### config.mk
export PLATFORM = sky130hd
export DESIGN_NAME = digit_serial_adder2
export DESIGN_NICKNAME = d
export VERILOG_FILES = /design/src/rtl/digit_serial_adder2_pkg.sv /design/src/rtl/digit_serial_adder2_slice.sv /design/src/rtl/digit_serial_adder2.sv
export SDC_FILE = /design/constraint.sdc
export NUM_CORES = 1
export LEC_CHECK = 0
export BUFFER_PORTS_ARGS = -buffer_cell sky130_fd_sc_hd__buf_2
export CAP_MARGIN = 20
export CORE_MARGIN = 1.5
export CORE_UTILIZATION = 55
export CTS_CLUSTER_DIAMETER = 150
export DETAILED_ROUTE_END_ITERATION = 6
export HOLD_SLACK_MARGIN = 0.1
export PLACE_DENSITY = 0.83
export SKIP_CTS_REPAIR_TIMING = 1
export SYNTH_ARGS = -nofsm -noshare
export SYNTH_HDL_FRONTEND = slang
export SYNTH_SLANG_ARGS = --single-unit
### constraint.sdc
create_clock -name clk -period 3.9 [get_ports clk]
set_input_delay 0.585 -clock clk [delete_from_list [all_inputs] [get_ports clk]]
set_output_delay 0.585 -clock clk [all_outputs]
set_load 0.05 [all_outputs]
### src/rtl/digit_serial_adder2_pkg.sv
// Shared definitions for the digit-serial adder: controller states, digit width
// and the digit-counter width helper.
package digit_serial_adder2_pkg;

    localparam int DIGIT_W = 2;

    typedef enum logic [1:0] {
        ST_IDLE = 2'd0,
        ST_RUN  = 2'd1,
        ST_DONE = 2'd2
    } state_t;

    // Counter must index N = width/2 digits; a single digit still needs one bit.
    function automatic int cnt_width(input int width);
        int n;
        n = width / DIGIT_W;
        return (n <= 2) ? 1 : $clog2(n);
    endfunction

endpackage

### src/rtl/digit_serial_adder2_slice.sv
// Purely combinational 2-bit ripple-carry adder slice, kept as its own module so
// it maps to a separate cell/macro.
module adder2_slice (
    input  logic ci,
    input  logic a0,
    input  logic a1,
    input  logic b0,
    input  logic b1,
    output logic s0,
    output logic s1,
    output logic co
);

    logic w_c0;

    assign s0   = a0 ^ b0 ^ ci;
    assign w_c0 = (a0 & b0) | (ci & (a0 ^ b0));
    assign s1   = a1 ^ b1 ^ w_c0;
    assign co   = (a1 & b1) | (w_c0 & (a1 ^ b1));

endmodule

### src/rtl/digit_serial_adder2.sv
// Digit-serial wide adder: accepts operands over valid/ready, adds one 2-bit digit
// per clock through adder2_slice (LSB first), then offers {cout,sum} over valid/ready.
//
// state   | meaning
// --------+-----------------------------------------------
// IDLE    | in_ready high, waiting for an operand bundle
// RUN     | one digit per cycle through the slice
// DONE    | result held on sum/cout until out_ready
module digit_serial_adder2
    import digit_serial_adder2_pkg::*;
#(
    parameter int WIDTH = 8
) (
    input  logic             clk,
    input  logic             rst_n,
    input  logic             in_valid,
    output logic             in_ready,
    input  logic [WIDTH-1:0] a,
    input  logic [WIDTH-1:0] b,
    input  logic             cin,
    output logic             out_valid,
    input  logic             out_ready,
    output logic [WIDTH-1:0] sum,
    output logic             cout,
    output logic             busy
);

    localparam int N  = WIDTH / DIGIT_W;
    localparam int CW = cnt_width(WIDTH);
    localparam logic [CW-1:0] LAST = CW'(N - 1);

    state_t           r_state;
    state_t           w_state_nxt;
    logic [WIDTH-1:0] r_a_sh;
    logic [WIDTH-1:0] r_b_sh;
    logic [WIDTH-1:0] r_sum_sh;
    logic             r_carry;
    logic [CW-1:0]    r_cnt;

    logic             w_s0;
    logic             w_s1;
    logic             w_co;
    logic [WIDTH-1:0] w_sum_nxt;

    adder2_slice u_slice (
        .ci (r_carry),
        .a0 (r_a_sh[0]),
        .a1 (r_a_sh[1]),
        .b0 (r_b_sh[0]),
        .b1 (r_b_sh[1]),
        .s0 (w_s0),
        .s1 (w_s1),
        .co (w_co)
    );

    // New digit enters at the top; after N shifts digit 0 sits at bits [1:0].
    generate
        if (WIDTH == DIGIT_W) begin : g_sum_single
            assign w_sum_nxt = {w_s1, w_s0};
        end else begin : g_sum_shift
            assign w_sum_nxt = {w_s1, w_s0, r_sum_sh[WIDTH-1:DIGIT_W]};
        end
    endgenerate

    always_comb begin
        w_state_nxt = r_state;
        case (r_state)
            ST_IDLE: if (in_valid)      w_state_nxt = ST_RUN;
            ST_RUN:  if (r_cnt == LAST) w_state_nxt = ST_DONE;
            ST_DONE: if (out_ready)     w_state_nxt = ST_IDLE;
            default:                    w_state_nxt = ST_IDLE;
        endcase
    end

    always_ff @(posedge clk) begin
        if (!rst_n) begin
            r_state  <= ST_IDLE;
            r_a_sh   <= '0;
            r_b_sh   <= '0;
            r_sum_sh <= '0;
            r_carry  <= 1'b0;
            r_cnt    <= '0;
        end else begin
            r_state <= w_state_nxt;
            case (r_state)
                ST_IDLE: begin
                    if (in_valid) begin
                        r_a_sh  <= a;
                        r_b_sh  <= b;
                        r_carry <= cin;
                        r_cnt   <= '0;
                    end
                end
                ST_RUN: begin
                    r_sum_sh <= w_sum_nxt;
                    r_a_sh   <= r_a_sh >> DIGIT_W;
                    r_b_sh   <= r_b_sh >> DIGIT_W;
                    r_carry  <= w_co;
                    r_cnt    <= r_cnt + CW'(1);
                end
                default: ;
            endcase
        end
    end

    assign in_ready  = (r_state == ST_IDLE);
    assign busy      = (r_state == ST_RUN);
    assign out_valid = (r_state == ST_DONE);
    assign sum       = r_sum_sh;
    assign cout      = r_carry;

endmodule

==> results of run 1 <==
-- logic make-up after synthesis --
logic type / count (synthesis)
adder cells (fa/ha/maj): 3
buffers and inverters: 25
AO/OA/AOI/OAI: 41
AND/OR/NAND/NOR: 30
multiplexers: 1
flip-flops: 29
-- cell usage after synthesis (2+ instances only) --
| cell type | n | area [um^2] |
|---|---|---|
| buf_2 | 4 | 20.0 |
| a22oi_1 | 5 | 37.5 |
| clkbuf_1 | 2 | 7.51 |
| dfxtp_1 | 29 | 581 |
| fa_1 | 2 | 40.0 |
| nand2_1 | 16 | 60.1 |
| nor2_1 | 3 | 11.3 |
| inv_1 | 16 | 60.1 |
| o221ai_2 | 9 | 135 |
| o221ai_1 | 3 | 26.3 |
| buf_6 | 3 | 33.8 |
| a21boi_0 | 2 | 15.0 |
| a21boi_1 | 4 | 30.0 |
| o211a_1 | 2 | 20.0 |
| a21oi_1 | 12 | 60.1 |
| nor2b_1 | 7 | 43.8 |
-- cell usage in the layout (no fill, tap or decap), drive strengths merged --
master / n
mux2i: 1
and2: 1
bufinv: 1
a21oi: 12
o221ai: 12
a21boi: 6
a22oi: 5
dfxtp: 29
inv: 16
ha: 1
nor3b: 1
nor2b: 7
o211a: 2
o21ai: 1
clkbuf: 7
o2bb2ai: 1
nor2: 3
nand2b: 1
fa: 2
nand2: 16
buf: 33
o21bai: 1
or3b: 1
a211oi: 1
-- where the power goes --
part / leakage (nW) / internal [W] / switching (W)
Clock: 0.0455 / 0.000153 / 0.000102
Sequential: 0.239 / 0.000316 / 0.0000122
Combinational: 0.359 / 0.0000382 / 0.0000661
Total: 0.643 / 0.000507 / 0.000180
-- per-stage QoR --
| step | instances | setup slack, ps | hold WS [ps] |
|---|---|---|---|
| 6_report | 189 | 1070 | 461 |
| 5_1_grt | 189 | 894 | 498 |
| 4_1_cts | 189 | 1080 | 457 |
| 3_5_place_dp | 181 | 1440 | 440 |
| 3_3_place_gp | 181 | 1510 | 440 |
| 2_1_floorplan | 129 | 1940 | 423 |
-- per-layer routing --
layer | vias up | track usage, %
met2 | 28 | 36.8
li1 | 506 | -
met3 | 7 | 9.36
met5 | - | 0
met4 | 0 | 9.46
met1 | 470 | 24.3
-- worst paths after layout --
kind	start	endpoint	slack [ps]
min	r_a_sh[3]	r_a_sh[3]	460
max	r_state[1]	busy	1070
max reg2reg	r_state[1]	r_cnt[1]	1850
min reg2reg	r_a_sh[3]	r_a_sh[3]	460
-- worst max-delay path: stages (launching register included) --
cell and delay, ps:
dfxtp_1 420, nand2b_1 760, inv_1 400, buf_2 330
-- final cells by class --
cell class                 instances  area [um^2]  share of cell area, %
inverter                          16         60.1                   4.03
timing repair buffer              33          168                   11.3
clock buffer                       7         55.1                   3.69
sequential                        29          581                   39.0
tap                               28         35.0                   2.35
multi-input combinational         75          562                   37.7
clock inverter                     1         30.0                   2.02
-- sequential cells by signal, indices dropped and copies added, names as in the netlist --
register,count
r_b_sh,8
sum,8
r_a_sh,8
r_state,2
cout,1
r_cnt,2
==> results.md, run 1 <==
* Outcome: finished, final reports clean
* Adder-Cell Fraction of Synth Area at 4.16%
* Pleak at 0.643 nW
* Largest net degree at the start of global routing at 30
* Routed Antenna Nets at 0
* Vias at 1,011
* Die H at 50.9 um
* CTS tree: done
* Placeable Area at 2190 um^2
* Root Driver: clkbuf_4
* Distinct cells, synth at 26
* Synth Area in Compound Gates at 27.9%
* Layout cell share with drive strength beyond 1 at 31.1%
* Setup violations, final at 0
* Final Skew at 5.83 ps
* Routed WL at 2.41 mm
* IO Port Bufs at 32
* Fin. Hold Viols at 0
* Setup CP Type: flop to output port
* Num Clock Sinks at 29
* RSZ-0062 raised after global routing: no
* H-tree lvl count at 2
* Row Count at 17
* WL/cell at 12.7 um
* Initial antenna violation count at 0
* Num CTS Buffers at 5
* WL met3 at 141 um
* Core Util, Final at 68.0%
* Die ar. at 2590 um^2
* Final instance area at 1490 um^2
* Async SR Flop Fraction at 0%
* Clock Tree Buf Depth at 2
* Largest family of logic cells by synthesized area: compound AO/OA/AOI/OAI gates
* Reg clk slew, reported paths at 90 ps
* Max layer used: met4
* R2R depth at 4
* Data arrival time of the critical path at 2240 ps
* GP Congestion at 0.704
* Filler Cell Count at 176
* Max Cap Violations at 0
* Min Tclk post-route at 2830 ps
* Diode count at 0
* Placed inst area at 1410 um^2
* Pwr per Cell Area at 461 nW/um^2
* Synthesis Warnings at 0
* Setup TNS at 0 ps
* Post-synthesis register bit count at 29
* EDFF count, synth at 0
* Skew-Pair Late Insertion Delay at 330 ps
* Cells after Synth at 129
* Hold Path Depth at 2
* Total power at 0.000687 W
* Met1 wire length at 1.03 mm
* Critical Path Fanout Max at 20
* Total grt overflow at 0
* Primary FF master, synth: dfxtp_1
* Synth-to-Final Area Change at 17.9%
* Die Wd at 50.9 um
* Net Count, Synth at 153
* Ports at 33
* Number of global-route vias before repair at 969
* Startpoint Class: flop
* First-pass GRT wire length at 4.13 mm
* Pin slew with the least headroom to its limit at 939 ps
* Pins Over Slew Limit at 0
* Mux contribution to synthesized area at 0.792%
* Crit. End Element: output port
* Nets at 184
* Post-DP HPWL at 1.68 mm
* Xor-xnor portion of the synthesized cell area at 0%
* Max-slew headroom at 37.4%
* Post-Syn Area at 1260 um^2
* Drt pass-1 iters at 4
* Starting DRT DRC Count at 22
* Hold Crit Class: flop to flop
* Vias per Instance at 5.35
* Residual DRC at 0
* Period utilisation layout at 72.5%
* Initial Util at 57.7%
* Simple-gate share of the synthesized area at 11.6%
* Peak VDD IR at 0.000292 V
* Synthesized area per cell at 9.80 um^2
* Peak Freq at 354 MHz
* Critical Path RT at 3310 ps
* Total GRT Usage at 22.0%
* Met2 Routed Length at 1.19 mm
* Seq/Total Area, Yosys at 45.9%
(Power assumes the default switching activity.)
==> inputs of run 2 (changes only) <==
--- a/config.mk
+++ b/config.mk
@@ -8,11 +8,11 @@
 export BUFFER_PORTS_ARGS = -buffer_cell sky130_fd_sc_hd__buf_2
 export CAP_MARGIN = 20
 export CORE_MARGIN = 1.5
-export CORE_UTILIZATION = 55
+export CORE_UTILIZATION = 46
 export CTS_CLUSTER_DIAMETER = 150
 export DETAILED_ROUTE_END_ITERATION = 6
 export HOLD_SLACK_MARGIN = 0.1
-export PLACE_DENSITY = 0.83
+export PLACE_DENSITY = 0.74
 export SKIP_CTS_REPAIR_TIMING = 1
 export SYNTH_ARGS = -nofsm -noshare
 export SYNTH_HDL_FRONTEND = slang
==> constraint.sdc (replaced) <==
create_clock -name clk -period 2.5 [get_ports clk]
set_input_delay 0.375 -clock clk [delete_from_list [all_inputs] [get_ports clk]]
set_output_delay 0.375 -clock clk [all_outputs]
set_load 0.05 [all_outputs]
==> results.md, run 2 (synthesis gave the netlist of run 1 again) <==
* Outcome: finished, final reports clean
* Min Tclk post-route at 1860 ps
* Row Count at 18 (+1)
* Final Skew at 7.26 ps (+1.42 ps)
* Data arrival time of the critical path at 1480 ps (-760 ps)
* GP Congestion at 0.706 (+0.21%)
* Num Clock Sinks at 29 (unchanged)
* Cell family with most CP delay: buffers and inverters
* Residual DRC at 0 (unchanged)
* Drt pass-1 iters at 4 (unchanged)
* Fin worst setup slack at 641 ps (-433 ps)
* Filler Cell Count at 240 (+36%)
* Clock Tree Buf Depth at 2 (unchanged)
* IO Port Bufs at 32 (unchanged)
* Reg clk slew, reported paths at 90 ps (about the same)
* Fin. Hold Viols at 0 (unchanged)
* Commonest non-fill, non-tap cell in the layout: buf_2
* Routed WL at 2.39 mm (-0.75%)
* Peak Freq at 538 MHz
* Ports at 33 (unchanged)
* Multi-input logic area at 562 um^2 (unchanged)
* Diode count at 0 (unchanged)
* Setup CP Type: flop to output port
* FF+latch area at 581 um^2 (unchanged)
* Skew-Pair Late Insertion Delay at 320 ps (about the same)
* Hold Crit Class: input port to flop
* Num CTS Buffers at 5 (unchanged)
* Crit-path max cell delay at 450 ps (-310 ps)
* Pleak at 0.634 nW (-1.5%)
* Critical Path Fanout Max at 13 (-35%)
* CTS tree: done
* Die ar. at 3070 um^2 (+18%)
* Setup violations, final at 0 (unchanged)
* Setup TNS at 0 ps (unchanged)
* Vias at 1,030 (+1.9%)
* Placeable Area at 2540 um^2 (+16%)
* H-tree lvl count at 2 (unchanged)
* Initial antenna violation count at 0 (unchanged)
* Starting DRT DRC Count at 19 (-14%)
* Die Wd at 55.4 um (+8.8%)
* Vias per Instance at 5.39 (+0.81%)
* Most frequent cells in the layout: 32 x buf_2, 29 x dfxtp_1, 16 x inv_1, 16 x nand2_1, 12 x a21oi_1
* Total GRT Usage at 18.0% (-4.1 points)
* RSZ-0062 raised after global routing: no
* Number of global-route vias before repair at 1,044 (+7.7%)
* WL/cell at 12.5 um (-1.8%)
* Pin slew with the least headroom to its limit at 516 ps (-422 ps)
* Largest net degree at the start of global routing at 30 (unchanged)
* Synth-to-Final Area Change at 16.3%
* Worst Path Buf+Inv at 2 (unchanged)
* Routed Antenna Nets at 0 (unchanged)
* Peak VDD IR at 0.000499 V (+71%)
* Slowest stage cell, crit path: dfxtp_1
* Setup slack at placement at 904 ps (-533 ps)
* Layout cell share with drive strength beyond 1 at 31.1% (unchanged)
* Total grt overflow at 0 (unchanged)
* Max Cap Violations at 0 (unchanged)
* Crit. End Element: output port
* Period utilisation layout at 74.4%
* Initial Util at 49.7% (-8.0 points)
* Crit-path cells: nand2b_1 -> inv_1 -> buf_2
* Max-slew headroom at 65.6% (+28 points)
* Pins Over Slew Limit at 0 (unchanged)
* Startpoint Class: flop
* First-pass GRT wire length at 4.35 mm (+5.3%)
* Nets at 185 (+0.54%)
* Post-DP HPWL at 1.67 mm (-0.57%)
* Die H at 55.4 um (+8.8%)
* Pwr per Cell Area at 654 nW/um^2 (+42%)
* Critical Path RT at 2120 ps (-1190 ps)
* Root Driver: clkbuf_4
## run 2: final timing paths
kind / from / endpoint / slack (ps) / cells past startpoint
setup / recovery: r_state[0] / busy / 640 / 3
hold reg to reg: r_a_sh[2] / r_a_sh[2] / 450 / 2
setup reg to reg: cout / cout / 890 / 6
hold / removal: b[6] / r_b_sh[6] / 330 / 3
## run 2: worst min-delay path, stage by stage
cell,delay (ps)
buf_2,80
a22oi_1,70
nor2b_1,100
## run 2: power breakdown
group          total (W)  leakage [nW]  switching, W  internal [W]
Clock           0.000287        0.0314      0.000154      0.000133
Sequential      0.000511         0.239     0.0000190      0.000492
Combinational   0.000163         0.364      0.000103     0.0000608
## run 2: routing by layer
metal | vias up | part of all wire (%) | track usage, %
met5 | - | 0 | 0
met4 | 0 | 1.5 | 7.32
met3 | 6 | 5.9 | 6.56
met2 | 32 | 48 | 30.8
met1 | 479 | 45 | 20.0
li1 | 513 | - | -
## run 2: metrics by stage
stage                     utilization [%]  cell area, um^2  hold WS, ps  total power (W)  std cells
after global routing                 57.8             1470          316          0.00102        191
after global placement               55.6             1420          437         0.000680        184
after detailed placement             55.6             1420          437         0.000687        184
final                                57.8             1470          332         0.000961        191
after CTS                            57.8             1470          318         0.000972        191
after floorplan                         -             1260          423         0.000646        129
## run 2: cell type report
cell class,count,share of cell area [%]
repair buffers,34,11.9
flip-flops and latches,29,39.5
multi-input cells,75,38.2
well taps,30,2.55
inverters,16,4.09
clock buffers,7,3.74
==> inputs of run 3 (changes only) <==
--- a/config.mk
+++ b/config.mk
@@ -8,11 +8,11 @@
 export BUFFER_PORTS_ARGS = -buffer_cell sky130_fd_sc_hd__buf_2
 export CAP_MARGIN = 20
 export CORE_MARGIN = 1.5
-export CORE_UTILIZATION = 46
+export CORE_UTILIZATION = 51
 export CTS_CLUSTER_DIAMETER = 150
 export DETAILED_ROUTE_END_ITERATION = 6
 export HOLD_SLACK_MARGIN = 0.1
-export PLACE_DENSITY = 0.74
+export PLACE_DENSITY = 0.77
 export SKIP_CTS_REPAIR_TIMING = 1
 export SYNTH_ARGS = -nofsm -noshare
 export SYNTH_HDL_FRONTEND = slang
==> constraint.sdc (replaced) <==
create_clock -name clk -period 1.75 [get_ports clk]
set_input_delay 0.2625 -clock clk [delete_from_list [all_inputs] [get_ports clk]]
set_output_delay 0.2625 -clock clk [all_outputs]
set_load 0.05 [all_outputs]
==> results.md, run 3 (synthesis gave the netlist of run 1 again) <==
* Num CTS Buffers at 5 (unchanged)
* Hold Crit Class: input port to flop
* RSZ-0062 raised after global routing: no
* Routed WL at 2.42 mm (+1.0%)
* Die ar. at 2790 um^2 (-9.3%)
* Pin slew with the least headroom to its limit at 522 ps (+6.33 ps)
* Ports at 33 (unchanged)
* Initial antenna violation count at 0 (unchanged)
* Synth-to-Final Area Change at 17.3%
* Pleak at 0.639 nW (+0.84%)
* Vias at 998 (-3.1%)
* Largest net degree at the start of global routing at 30 (unchanged)
* Num Clock Sinks at 29 (unchanged)
* Die Wd at 52.8 um (-4.8%)
* Vias per Instance at 5.20 (-3.6%)
* Starting DRT DRC Count at 8 (-11)
* Die H at 52.8 um (-4.8%)
* Initial Util at 55.5% (+5.9 points)
* Commonest non-fill, non-tap cell in the layout: buf_2
* Routed Antenna Nets at 0 (unchanged)
* H-tree lvl count at 2 (unchanged)
* Pins Over Slew Limit at 0 (unchanged)
* Number of global-route vias before repair at 912 (-13%)
* First-pass GRT wire length at 4.06 mm (-6.8%)
* Setup TNS at 0 ps (unchanged)
* CTS tree: done
* Clock Tree Buf Depth at 2 (unchanged)
* Max Cap Violations at 0 (unchanged)
* Period utilisation layout at 92.9%
* Critical Path Fanout Max at 2 (-11)
* Drt pass-1 iters at 4 (unchanged)
* Residual DRC at 0 (unchanged)
* Row Count at 17 (-1)
* Min Tclk post-route at 1630 ps
* Post-DP HPWL at 1.75 mm (+4.7%)
* Diode count at 0 (unchanged)
* Setup CP Type: flop to flop
* Max-slew headroom at 65.2% (-0.42 points)
* Root Driver: clkbuf_4
* Fin worst setup slack at 124 ps (-516 ps)
* Setup slack at placement at 116 ps (-788 ps)
* Reg clk slew, reported paths at 90 ps (about the same)
* Skew-Pair Late Insertion Delay at 320 ps (about the same)
* Total grt overflow at 0 (unchanged)
* Fin. Hold Viols at 0 (unchanged)
* Total GRT Usage at 20.9% (+2.9 points)
* Critical Path RT at 1980 ps (-140 ps)
* Most frequent cells in the layout: 32 x buf_2, 28 x dfxtp_1, 16 x inv_1, 16 x nand2_1, 12 x a21oi_1
* Final Skew at 7.67 ps (+0.412 ps)
* Layout cell share with drive strength beyond 1 at 32.3% (+1.3 points)
* Outcome: finished, final reports clean
* Placeable Area at 2280 um^2 (-11%)
* Setup violations, final at 0 (unchanged)
* WL/cell at 12.6 um (+0.52%)
* Startpoint Class: flop
* Peak VDD IR at 0.000676 V (+35%)
* Crit. End Element: flop
* Peak Freq at 615 MHz
* IO Port Bufs at 32 (unchanged)
* GP Congestion at 0.778 (+10%)
* Nets at 187 (+1.1%)
* Total power at 0.00134 W (+39%)
* Pwr per Cell Area at 904 nW/um^2 (+38%)
* Data arrival time of the critical path at 1860 ps (+380 ps)
[run 3: stage by stage]
step                      instance area [um^2]  std cells  utilization (%)  hold slack [ps]
final                                     1480        192             65.1              207
after global routing                      1480        192             65.1              211
after CTS                                 1480        192             65.0              214
after detailed placement                  1430        184             62.9              439
after global placement                    1430        184             62.9              441
after floorplan                           1270        129                -              423
[run 3: path summary, 6_finish.rpt]
| kind | startpoint | endpoint | slack [ps] | depth (start not counted) |
|---|---|---|---|---|
| max | cout | cout | 120 | 6 |
| min | b[7] | r_b_sh[7] | 210 | 3 |
| max reg2reg | cout | cout | 120 | 6 |
| min reg2reg | r_a_sh[2] | r_a_sh[2] | 450 | 2 |
[run 3: final cells by class]
| cell class | count | area (um^2) |
|---|---|---|
| multi-input cells | 75 | 564 |
| well taps | 28 | 35.0 |
| fillers | 203 | 793 |
| inverters | 16 | 60.1 |
| repair buffers | 36 | 190 |
| clock buffers | 8 | 48.8 |
| flip-flops and latches | 29 | 584 |
[run 3: critical path, stage by stage, from the launching register on]
cell	delay, ps
dfxtp_4	340
inv_1	60
fa_1	430
fa_1	360
inv_1	70
o21ai_0	100
a211oi_1	190
[run 3: power by group]
part / total, W / internal [W] / switching, W
sequential: 0.000730 / 0.000703 / 0.0000272
combinational: 0.000240 / 0.0000916 / 0.000148
clock: 0.000370 / 0.000160 / 0.000211
[run 3: metal layers]
layer	wire length [um]	vias to the layer above	global-route usage, %
met5	0	-	0
met4	39	0	7.69
met3	133	7	8.86
met2	1210	24	35.4
met1	1030	451	23.0
li1	-	516	-
